**src/rtl/arb_mux_reg_pkg.sv**
```systemverilog
// Shared helpers for the round-robin registered mux: channel-index width calculation.
package mux_pkg;

   function automatic int clog2(input int v);
      for (int r = 0; r < 32; r++)
         if ((1 << r) >= v) return r;
      return 32;
   endfunction

   // A single channel still needs a 1-bit index so out_ch stays a legal port.
   function automatic int ch_width(input int ch);
      return (ch <= 1) ? 1 : clog2(ch);
   endfunction

endpackage

```
**src/rtl/arb_mux_reg_if.sv**
```systemverilog
// Handshake bundle between CH producers, the arbitrating mux and one consumer.
// ARB_MUX_LOCK_EN adds the in_last/out_last burst-delimiter signals.
interface arb_mux_reg_if #(parameter int n = 32, parameter int CH = 4);
   import mux_pkg::*;
   localparam int CW = ch_width(CH);

   logic [CH*n-1:0] in_data;
   logic [CH-1:0]   in_valid;
   logic [CH-1:0]   in_ready;
   logic [n-1:0]    out_data;
   logic [CW-1:0]   out_ch;
   logic            out_valid;
   logic            out_ready;
`ifdef ARB_MUX_LOCK_EN
   logic [CH-1:0]   in_last;
   logic            out_last;

   modport master (output in_data, in_valid, in_last, out_ready,
                   input  in_ready, out_data, out_ch, out_valid, out_last);
   modport slave  (input  in_data, in_valid, in_last, out_ready,
                   output in_ready, out_data, out_ch, out_valid, out_last);
`else
   modport master (output in_data, in_valid, out_ready,
                   input  in_ready, out_data, out_ch, out_valid);
   modport slave  (input  in_data, in_valid, out_ready,
                   output in_ready, out_data, out_ch, out_valid);
`endif
endinterface

```
**src/rtl/arb_mux_reg_rr_arbiter.sv**
```systemverilog
// Combinational round-robin arbiter: first requester at or after ptr wins.
// With lock set, only the channel at ptr may be granted.
module rr_arbiter
   import mux_pkg::*;
#(
   parameter int CH = 4,
   localparam int CW = ch_width(CH)
) (
   input  logic [CH-1:0] req,
   input  logic [CW-1:0] ptr,
   input  logic          lock,
   output logic [CH-1:0] grant,
   output logic [CW-1:0] idx
);

   logic          found;
   int            j;
   logic [CW-1:0] jj;

   always_comb begin
      grant = '0;
      idx   = '0;
      found = 1'b0;
      j     = 0;
      jj    = '0;
      for (int k = 0; k < CH; k++) begin
         j = int'(ptr) + k;
         if (j >= CH) j = j - CH;
         jj = CW'(j);
         if (!found && req[jj] && (!lock || k == 0)) begin
            grant[jj] = 1'b1;
            idx       = jj;
            found     = 1'b1;
         end
      end
   end

endmodule

```
**src/rtl/arb_mux_reg.sv**
```systemverilog
// CH-input registered mux with round-robin arbitration and valid/ready on both sides.
// ARB_MUX_LOCK_EN keeps the grant on one channel until its in_last beat is accepted.
module arb_mux_reg
   import mux_pkg::*;
#(
   parameter int n  = 32,
   parameter int CH = 4
) (
   input logic         clk,
   input logic         rst,
   arb_mux_reg_if.slave bus
);

   localparam int CW = ch_width(CH);

   logic [CW-1:0] ptr;
   logic          lock;
   logic [CH-1:0] grant;
   logic [CW-1:0] gidx;
   logic [CW-1:0] ptr_inc;
   logic [n-1:0]  sel_data;
   logic          load;
   logic          xfer;

   rr_arbiter #(.CH(CH)) u_arb (
      .req   (bus.in_valid),
      .ptr   (ptr),
      .lock  (lock),
      .grant (grant),
      .idx   (gidx)
   );

   assign load         = !bus.out_valid || bus.out_ready;
   assign bus.in_ready = grant & {CH{load}};
   assign xfer         = |bus.in_ready;
   assign ptr_inc      = (gidx == CW'(CH - 1)) ? '0 : gidx + 1'b1;

   always_comb begin
      sel_data = '0;
      for (int i = 0; i < CH; i++)
         sel_data = sel_data | (bus.in_data[i*n +: n] & {n{grant[i]}});
   end

`ifdef ARB_MUX_LOCK_EN
   logic out_last_q;
   assign bus.out_last = out_last_q;

   // While locked, ptr parks on the owning channel so the arbiter only looks there.
   always_ff @(posedge clk) begin
      if (rst) begin
         ptr        <= '0;
         lock       <= 1'b0;
         out_last_q <= 1'b0;
      end else if (load && xfer) begin
         out_last_q <= bus.in_last[gidx];
         if (bus.in_last[gidx]) begin
            ptr  <= ptr_inc;
            lock <= 1'b0;
         end else begin
            ptr  <= gidx;
            lock <= 1'b1;
         end
      end
   end
`else
   assign lock = 1'b0;

   always_ff @(posedge clk) begin
      if (rst)
         ptr <= '0;
      else if (xfer)
         ptr <= ptr_inc;
   end
`endif

   always_ff @(posedge clk) begin
      if (rst) begin
         bus.out_valid <= 1'b0;
         bus.out_data  <= '0;
         bus.out_ch    <= '0;
      end else if (load) begin
         if (xfer) begin
            bus.out_valid <= 1'b1;
            bus.out_data  <= sel_data;
            bus.out_ch    <= gidx;
         end else begin
            bus.out_valid <= 1'b0;
         end
      end
   end

endmodule

```
**src/flat_wrapper.sv**
```systemverilog
// flat-port wrapper written by rule: the top's interface ports become plain ports
module arb_mux_reg_flat import mux_pkg::*;
#(
   parameter int n  = 32,
   parameter int CH = 4
)
  (clk, rst, bus_in_data, bus_in_valid, bus_out_ready, bus_in_ready, bus_out_data, bus_out_ch, bus_out_valid);
  arb_mux_reg_if #(.n(n), .CH(CH)) bus_i ();
  input logic clk;
  input logic rst;
  input wire logic [$bits(bus_i.in_data)-1:0] bus_in_data;
  input wire logic [$bits(bus_i.in_valid)-1:0] bus_in_valid;
  input wire logic [$bits(bus_i.out_ready)-1:0] bus_out_ready;
  output wire logic [$bits(bus_i.in_ready)-1:0] bus_in_ready;
  output wire logic [$bits(bus_i.out_data)-1:0] bus_out_data;
  output wire logic [$bits(bus_i.out_ch)-1:0] bus_out_ch;
  output wire logic [$bits(bus_i.out_valid)-1:0] bus_out_valid;
  assign bus_i.in_data = bus_in_data;
  assign bus_i.in_valid = bus_in_valid;
  assign bus_i.out_ready = bus_out_ready;
  assign bus_in_ready = bus_i.in_ready;
  assign bus_out_data = bus_i.out_data;
  assign bus_out_ch = bus_i.out_ch;
  assign bus_out_valid = bus_i.out_valid;
  arb_mux_reg #(.n(n), .CH(CH)) u_core (.clk(clk), .rst(rst), .bus(bus_i));
endmodule
```
**config.mk**
```make
export PLATFORM = sky130hd
export DESIGN_NAME = arb_mux_reg_flat
export DESIGN_NICKNAME = d
export VERILOG_FILES = /design/src/rtl/arb_mux_reg_pkg.sv /design/src/rtl/arb_mux_reg_if.sv /design/src/rtl/arb_mux_reg_rr_arbiter.sv /design/src/rtl/arb_mux_reg.sv /design/src/flat_wrapper.sv
export SDC_FILE = /design/constraint.sdc
export NUM_CORES = 1
export LEC_CHECK = 0
export BUFFER_PORTS_ARGS = -buffer_cell sky130_fd_sc_hd__buf_2
export CAP_MARGIN = 10
export CORE_UTILIZATION = 45
export DETAILED_ROUTE_END_ITERATION = 12
export GPL_TIMING_DRIVEN = 0
export PLACE_DENSITY = 0.86
export RECOVER_POWER = 50
export SETUP_SLACK_MARGIN = 0.4
export SKIP_CTS_REPAIR_TIMING = 1
export SLEW_MARGIN = 20
export SYNTH_ARGS = -nofsm -noshare
export SYNTH_HDL_FRONTEND = slang
export SYNTH_SLANG_ARGS = --single-unit
```
**constraint.sdc**
```tcl
create_clock -name clk -period 8.6 [get_ports clk]
set_input_delay 2.15 -clock clk [delete_from_list [all_inputs] [get_ports clk]]
set_output_delay 2.15 -clock clk [all_outputs]
set_load 0.005 [all_outputs]
```
== Word-level counts from Yosys, hierarchy flattened ==
Index checks and enable logic that the tools add are counted.

* Register bits after elaboration: 37
* Logic and storage cells: 83

* Add/subtract/negate cells: 8
* Magnitude comparators: 12
* Eq/ne operators: 1
* Multiplexer cells: 33
* Bitwise operators: 11
* Reductions and logical operators: 14

{| class="wikitable"
|+ Operators with widths
! cell !! count
|-
| $and A32 B32 Y32 || 4
|-
| $or A32 B32 Y32 || 3
|-
| $mux W2 || 9
|-
| $mux W4 || 4
|-
| $lt A2 B3 Y1 const B || 4
|-
| $mux W1 || 12
|-
| $or A4 B4 Y4 || 3
|-
| $ge A3 B3 Y1 const B || 3
|-
| $bmux W1 S2 || 4
|-
| $demux W1 S2 || 4
|-
| $ge A2 B1 Y1 const B || 4
|-
| $sub A2 B1 Y2 const B || 4
|-
| $logic_and A1 B1 Y1 || 7
|-
| $add A2 B2 Y3 const B || 2
|-
| $and A4 B4 Y4 || 1
|-
| $logic_not A1 Y1 || 4
|-
| $reduce_or A4 Y1 || 1
|-
| $add A2 B1 Y3 const B || 1
|-
| $ge A2 B3 Y1 const B || 1
|-
| $add A2 B1 Y2 const B || 1
|-
| $eq A2 B2 Y1 const B || 1
|-
| $reduce_and A2 Y1 || 1
|-
| $logic_or A1 B1 Y1 || 1
|}

== Depth between registers and ports, before layout ==
Gate-level depths: netlist (run 1).

* Word-level depth: 18
* Mapped depth: 13
* Depth with buffers taken out: 9

== By module ==
A second synthesis (run 1) with hierarchy kept.

* Cell total of the unflattened synthesis: 292
* Area, all modules: 2628.8 um^2

{| class="wikitable"
|+ By module, submodules not included
! module !! instances !! cells an instance !! area each (um^2) !! seq. area each (um^2)
|-
| arb_mux_reg || 1 || 220 || 2028.2 || 740.7
|-
| rr_arbiter || 1 || 72 || 600.6 || 0.0
|}

== Worst setup path before layout (run 1) ==
No wires, ideal clock.

* Kind: input port to output port
* From: input bus_in_valid[2]
* To: output bus_in_ready[1]
* Data arrival time: 4.111 ns
* Slack: 2.339 ns
* Cell stages on the path: 8
* Cells stage by stage: buf_2 > mux4_2 > or3b_1 > o221ai_1 > a21o_1 > buf_4 > clkbuf_1 > and2_1

* Word-level cells in the longest chain between the ends: 13

{| class="wikitable"
|+ RTL lines
! element !! line !! source
|-
| start: declaration || flat_wrapper.sv:12 || <nowiki>input wire logic [$bits(bus_i.in_valid)-1:0] bus_in_valid;</nowiki>
|-
| $bmux W1 S2 || arb_mux_reg_rr_arbiter.sv:30 || <nowiki>if (!found && req[jj] && (!lock || k == 0)) begin</nowiki>
|-
| $mux W1 (not written as such) || arb_mux_reg_rr_arbiter.sv:30 ||
|-
| $mux W1 || arb_mux_reg_rr_arbiter.sv:30 ||
|-
| $logic_not A1 Y1 || arb_mux_reg_rr_arbiter.sv:30 ||
|-
| $logic_and A1 B1 Y1 || arb_mux_reg_rr_arbiter.sv:30 ||
|-
| $mux W1 || arb_mux_reg_rr_arbiter.sv:30 ||
|-
| $logic_not A1 Y1 || arb_mux_reg_rr_arbiter.sv:30 ||
|-
| $logic_and A1 B1 Y1 || arb_mux_reg_rr_arbiter.sv:30 ||
|-
| $mux W1 || arb_mux_reg_rr_arbiter.sv:30 ||
|-
| $logic_not A1 Y1 || arb_mux_reg_rr_arbiter.sv:30 ||
|-
| $logic_and A1 B1 Y1 || arb_mux_reg_rr_arbiter.sv:30 ||
|-
| $mux W4 (*) || arb_mux_reg_rr_arbiter.sv:30 ||
|-
| $and A4 B4 Y4 (*) || arb_mux_reg.sv:34 || <nowiki>assign bus.in_ready = grant & {CH{load}};</nowiki>
|-
| end: declaration || flat_wrapper.sv:14 || <nowiki>output wire logic [$bits(bus_i.in_ready)-1:0] bus_in_ready;</nowiki>
|}

Mark *: on every way between the ends. The rest lies on a longest branch, timed or not. The select of a mux whose other input is x is not followed.

== Final worst setup path (run 1) ==
* From: input bus_in_valid[3]
* To: output bus_in_ready[2]

The elaborated chain is that of the path after synthesis.

==> qor.yml, run 1 <==
area_delta_synth_final_pct: 39.2
min_path_cells: 2
top_layer_used: "met4"
internal_power_uw: 714
cp-end-kind: "output pin"
fmax_mhz: 141
io_buffers: 170
power_density_nw_per_um2: 389
synth-edff-count: 0
io_pins: 174
place_congestion: 0.873
pwr-share-comb_pct: 70.9
irDropWorstVdd_v: 0.000230
final_common_cell: "buf_2"
timing.final.max_slew_violations: 0
fill_cells: 494
placed_cells: 522
multi_input_area_um2: 1570
vias: 3152
row_count: 27
drtIter0Drc: 219
grt_max_degree: 12
routedWlPerCell_um: 18.1
final_hold_viol_count: 0
synth_ff_type: "dfxtp_1"
grt_pass1_vias: 2923
crit_arrival_ps: 4940
swShare_pct: 48.1
cts_num_sinks: 37
min_period_ps: 7090
ys_seq_elements: 37
overflow: 0
start_util_pct: 46.5
cts_tree: "built"
clock_power_share_pct: 9.0
die_area_um2: 5950
min_from: "u_core.bus.out_ch[1]"
viasPerCell: 5.96
register_area_um2: 741
met3_length_um: 932
cp_slowest_stage_delay_ps: 570
cts_htree_levels: 2
max_slew.worst_pin.slew_ps: 803
fin_nets: 598
critical_path_class: "in -> out"
die_w_um: 77.2
slew_headroom_pct: 45.8
start_kind: "primary input"
ant_nets: 0
fin_crit_sh_pct: 82.5
synthCells: 280
yosys_warnings: 0
die_height_um: 77.2
gr-usage-all-layers_pct: 30.8
worstPathCellList: "buf_2 -> buf_2 -> mux4_2 -> or3b_1 -> o221ai_1 -> a21o_1 -> clkbuf_1 -> clkbuf_1 -> and2_1 -> buf_2"
drive_above_1_share_pct: 44.4
syn_area_per_cell_um2: 9.08
async_flop_share_pct: 0
diodes: 0
status: "finished, final reports clean"
skew_ps: 8.26
rsz0062_at_grt: "no"
p_seq_share_pct: 20.1
netlist_area_um2: 2540
dr.pass1.iters: 4
finalNonFillerCells: 529
power_switching_uw: 661
required_ps: 6450
core_um2: 5470
clock_path_buffers: 2
insertion_delay_ps: 290
place_hpwl_um: 7180
reg2regPathDepth: 12
synth.distinct_cells: 37
wl_um: 9570
startpoint: "bus_in_valid[3]"
finalSetupTns_ps: 0
crit_path_frequent_cell: "buf_2"
final_cell_mix: "buf_2, nor2_1, dfxtp_1"
synth_nets: 421
hold_path_class: "reg -> reg"
antenna_found_initial: 0
slowest_stage: "clkbuf_1"
wl_met2_um: 4550
seq_area_frac_synth_pct: 29.1
numCtsBuffers: 5
leakagePower_nw: 1.64
drc_errors: 0
wl_met1_um: 3940
grt_first_pass_wirelength_um: 14400
setup-violations-final: 0
maxCapViolations: 0
path_clk_slew_ps: 70
cts-root-buf: "clkbuf_8"
cp_max_fo: 10
==> registers in the layout, summed over array words and instances, names as in the netlist, named ones only <==
register and cells:
u_core.bus.out_ch 2, u_core.bus.out_data 32, u_core.bus.out_valid 1, u_core.ptr 1
==> cells in the mapped netlist, drive strengths merged (2+ instances only) <==
library cell / instances / area (um^2)
a211oi: 33 / 348
or3b: 2 / 17.5
buf: 27 / 181
dfxtp: 37 / 741
o21ai: 4 / 20.0
nor3b: 2 / 15.0
a21oi: 6 / 30.0
o221ai: 4 / 35.0
clkbuf: 7 / 26.3
a21o: 4 / 30.0
nor3: 2 / 10.0
inv: 6 / 22.5
ha: 6 / 75.1
mux2i: 2 / 20.0
nor4: 2 / 12.5
nor2: 37 / 139
a221oi: 32 / 280
and2: 4 / 25.0
nand2: 17 / 63.8
a22o: 32 / 280
mux4: 3 / 67.6
==> worst max-delay path: cells and delay by family <==
kind | cells | cell delay, ps
AO/OA/AOI/OAI | 2 | 330
buffers and inverters | 5 | 1320
multiplexers | 1 | 490
AND/OR/NAND/NOR | 2 | 650
==> metrics by stage <==
stage | hold slack, ps | total power, mW | setup WS (ps) | cell area (um^2) | utilization, %
2_1_floorplan | 453 | 0.963 | 2340 | 2540 | -
3_3_place_gp | 442 | 1.21 | 1810 | 3480 | 63.6
3_5_place_dp | 457 | 1.24 | 1760 | 3480 | 63.6
4_1_cts | 468 | 1.37 | 1760 | 3570 | 65.3
5_1_grt | 497 | 1.47 | 1330 | 3540 | 64.7
6_report | 466 | 1.38 | 1510 | 3540 | 64.7
==> per-layer routing <==
layer,up-vias,GRT usage [%]
li1,1446,-
met1,1465,38.5
met2,214,51.2
met3,27,7.74
met4,0,10.4
met5,-,0
==> path summary, 6_finish.rpt <==
| path | slack [ps] | to |
|---|---|---|
| setup / recovery | 1510 | bus_in_ready[2] |
| hold reg to reg | 470 | u_core.bus.out_ch[1] |
| setup reg to reg | 4560 | u_core.bus.out_data[2] |
| hold / removal | 470 | u_core.bus.out_ch[1] |
==> final cells by class <==
cell class,count,area share (%)
buffer,34,5.69
multi-input combinational,203,44.4
timing repair buffer,170,23.3
clock buffer,6,2.33
inverter,6,0.636
tap,72,2.55
clock inverter,1,0.212
sequential,37,20.9
==> power by group through the flow <==
stage / Clock [mW] / Sequential (mW) / Combinational [mW]
after floorplan: 0 / 0.279 / 0.684
after global placement: 0 / 0.274 / 0.940
after detailed placement: 0 / 0.276 / 0.967
after CTS: 0.127 / 0.273 / 0.972
after global routing: 0.132 / 0.282 / 1.05
final: 0.124 / 0.276 / 0.975
==> cell families (layout without fill, tap and decap cells) <==
group                    count (synthesis)  after routing  synth area share [%]
adder cells (fa/ha/maj)                  6              6                  2.95
flip-flops                              37             37                  29.1
buffers and inverters                   40            217                  9.06
AND/OR/NAND/NOR                         71             71                  12.5
AO/OA/AOI/OAI                          120            120                  42.6
multiplexers                             5              5                  3.44
XOR/XNOR                                 1              1                 0.345
Note: power is estimated with default switching activity, not from simulation.
==> run 2, diff against run 1 <==
--- a/config.mk
+++ b/config.mk
@@ -7,10 +7,10 @@
 export LEC_CHECK = 0
 export BUFFER_PORTS_ARGS = -buffer_cell sky130_fd_sc_hd__buf_2
 export CAP_MARGIN = 10
-export CORE_UTILIZATION = 45
+export CORE_UTILIZATION = 38
 export DETAILED_ROUTE_END_ITERATION = 12
 export GPL_TIMING_DRIVEN = 0
-export PLACE_DENSITY = 0.86
+export PLACE_DENSITY = 0.77
 export RECOVER_POWER = 50
 export SETUP_SLACK_MARGIN = 0.4
 export SKIP_CTS_REPAIR_TIMING = 1
==> constraint.sdc (replaced) <==
create_clock -name clk -period 6.15 [get_ports clk]
set_input_delay 1.5375 -clock clk [delete_from_list [all_inputs] [get_ports clk]]
set_output_delay 1.5375 -clock clk [all_outputs]
set_load 0.005 [all_outputs]
==> qor.yml, run 2 (same netlist as run 1, synthesis figures left out) <==
largest_reg_flops: 32  # unchanged
antenna_found_initial: 0  # unchanged
cts-root-buf: "clkbuf_8"
crit_arrival_ps: 4170  # -770 ps
fin_crit_sh_pct: 92.7
final_common_cell: "buf_2"
required_ps: 4610  # -1840 ps
maxCapViolations: 0  # unchanged
swShare_pct: 47.8  # -0.27 points
drc_errors: 0  # unchanged
cts_tree: "built"
grt_first_pass_wirelength_um: 14800  # +2.6%
place_hpwl_um: 7120  # -0.85%
ant_nets: 0  # unchanged
min_path_cells: 2  # unchanged
min_period_ps: 5700
skew_ps: 10.8  # +2.58 ps
rsz0062_at_grt: "no"
io_pins: 174  # unchanged
clock_path_buffers: 2  # unchanged
hold_path_class: "reg -> reg"
hold-worst-slack_ps: 464  # -1.96 ps
slowest_stage: "mux4_2"
insertion_delay_ps: 290  # about the same
design_area_um2: 3550  # +0.32%
power_switching_uw: 917  # +39%
placed_area_um2: 3490  # +0.18%
clock_power_share_pct: 9.5  # +0.5 points
pre_cts_ws_ps: 510  # -1260 ps
pwr-share-comb_pct: 70.6  # -0.3 points
irDropWorstVdd_v: 0.000256  # +12%
die_height_um: 83.8  # +8.6%
fin_ws_ps: 447  # -1060 ps
gr-usage-all-layers_pct: 26.7  # -4.1 points
start_util_pct: 39.8  # -6.6 points
place_congestion: 0.868  # -0.57%
max_slew.worst_pin.slew_ps: 818  # +15.3 ps
p_seq_share_pct: 19.9  # -0.2 points
cp-end-kind: "output pin"
cp_max_fo: 10  # unchanged
cts_htree_levels: 2  # unchanged
dr.pass1.iters: 5  # +1
grt_max_degree: 13  # +1
slew_headroom_pct: 44.7  # -1.0 points
final_cell_mix: "buf_2, nor2_1, dfxtp_1"
row_count: 29  # +7.4%
critical_path_class: "in -> out"
grt_pass1_vias: 2980  # +2.0%
drtIter0Drc: 188  # -14%
timing.final.max_slew_violations: 0  # unchanged
reg2regPathDepth: 12  # unchanged
area_delta_synth_final_pct: 39.7
reg_top3: "u_core.bus.out_data: 32 flops, u_core.bus.out_ch: 2 flops"
cts_num_sinks: 37  # unchanged
leakagePower_nw: 1.64  # about the same
core_um2: 6390  # +17%
die_area_um2: 7020  # +18%
wl_um: 9500  # -0.77%
final_util_pct: 55.6  # -9.1 points
setup-violations-final: 0  # unchanged
fmax_mhz: 175
finalSetupTns_ps: 0  # unchanged
overflow: 0  # unchanged
status: "finished, final reports clean"
io_buffers: 170  # unchanged
power_density_nw_per_um2: 540  # +39%
path_clk_slew_ps: 80  # about the same
cp_slowest_stage_delay_ps: 530  # -40 ps
drive_above_1_share_pct: 43.9  # -0.53 points
worstPathCellList: "buf_2 -> clkbuf_1 -> mux4_2 -> or3b_1 -> o221ai_1 -> a21o_1 -> buf_4 -> clkbuf_1 -> and2_1 -> buf_2"
start_kind: "primary input"
fill_cells: 634  # +28%
top_register: "u_core.bus.out_data"
routedWlPerCell_um: 17.8  # -1.9%
diodes: 0  # unchanged
viasPerCell: 5.77  # -3.1%
die_w_um: 83.8  # +8.6%
internal_power_mw: 1.00  # +40%
vias: 3089  # -2.0%
final_hold_viol_count: 0  # unchanged
numCtsBuffers: 5  # unchanged
fin_nets: 598  # unchanged
==> run 2: power by group through the flow <==
stage | Sequential [mW] | Combinational, mW | Clock (mW)
6_report | 0.382 | 1.35 | 0.182
5_1_grt | 0.393 | 1.49 | 0.200
4_1_cts | 0.380 | 1.37 | 0.186
3_5_place_dp | 0.383 | 1.36 | 0
3_3_place_gp | 0.382 | 1.33 | 0
2_1_floorplan | 0.391 | 0.956 | 0
==> run 2: path summary, 6_finish.rpt <==
kind	start	to	slack (ps)
setup / recovery	bus_in_valid[3]	bus_in_ready[1]	450
hold / removal	u_core.bus.out_ch[1]	u_core.bus.out_ch[1]	460
setup reg to reg	flop	u_core.bus.out_data[17]	2340
hold reg to reg	u_core.bus.out_ch[1]	u_core.bus.out_ch[1]	460
==> run 2: through the flow <==
stage / power [mW] / cells
final: 1.92 / 535
after global routing: 2.08 / 535
after CTS: 1.93 / 535
after detailed placement: 1.75 / 527
after global placement: 1.71 / 527
after floorplan: 1.35 / 280
==> run 2: final cells by class <==
cell class                      instances  area, um^2  area share, %
Inverter                                6        22.5          0.634
Buffer                                 34         204           5.74
Tap cell                               77        96.3           2.71
Timing Repair Buffer                  170         820           23.1
Multi-Input combinational cell        203        1570           44.3
Clock inverter                          2        13.8          0.388
Clock buffer                            6        82.6           2.33
Sequential cell                        37         741           20.9
==> run 2: worst max-delay path: cells and delay by family <==
kind	cells	cell delay, ps
buf+inv	5	1130
mux	1	530
compound gates	2	320
simple gates	2	640
==> run 2: metal layers <==
layer  GRT usage (%)  vias up  wire, um  part of all wire, %
met2            46.0      163      4640                   49
li1                -     1461         -                    -
met1            34.0     1442      3960                   42
met5               0        -         0                    0
met3            4.75       23       728                  7.7
met4            7.86        0       171                  1.8
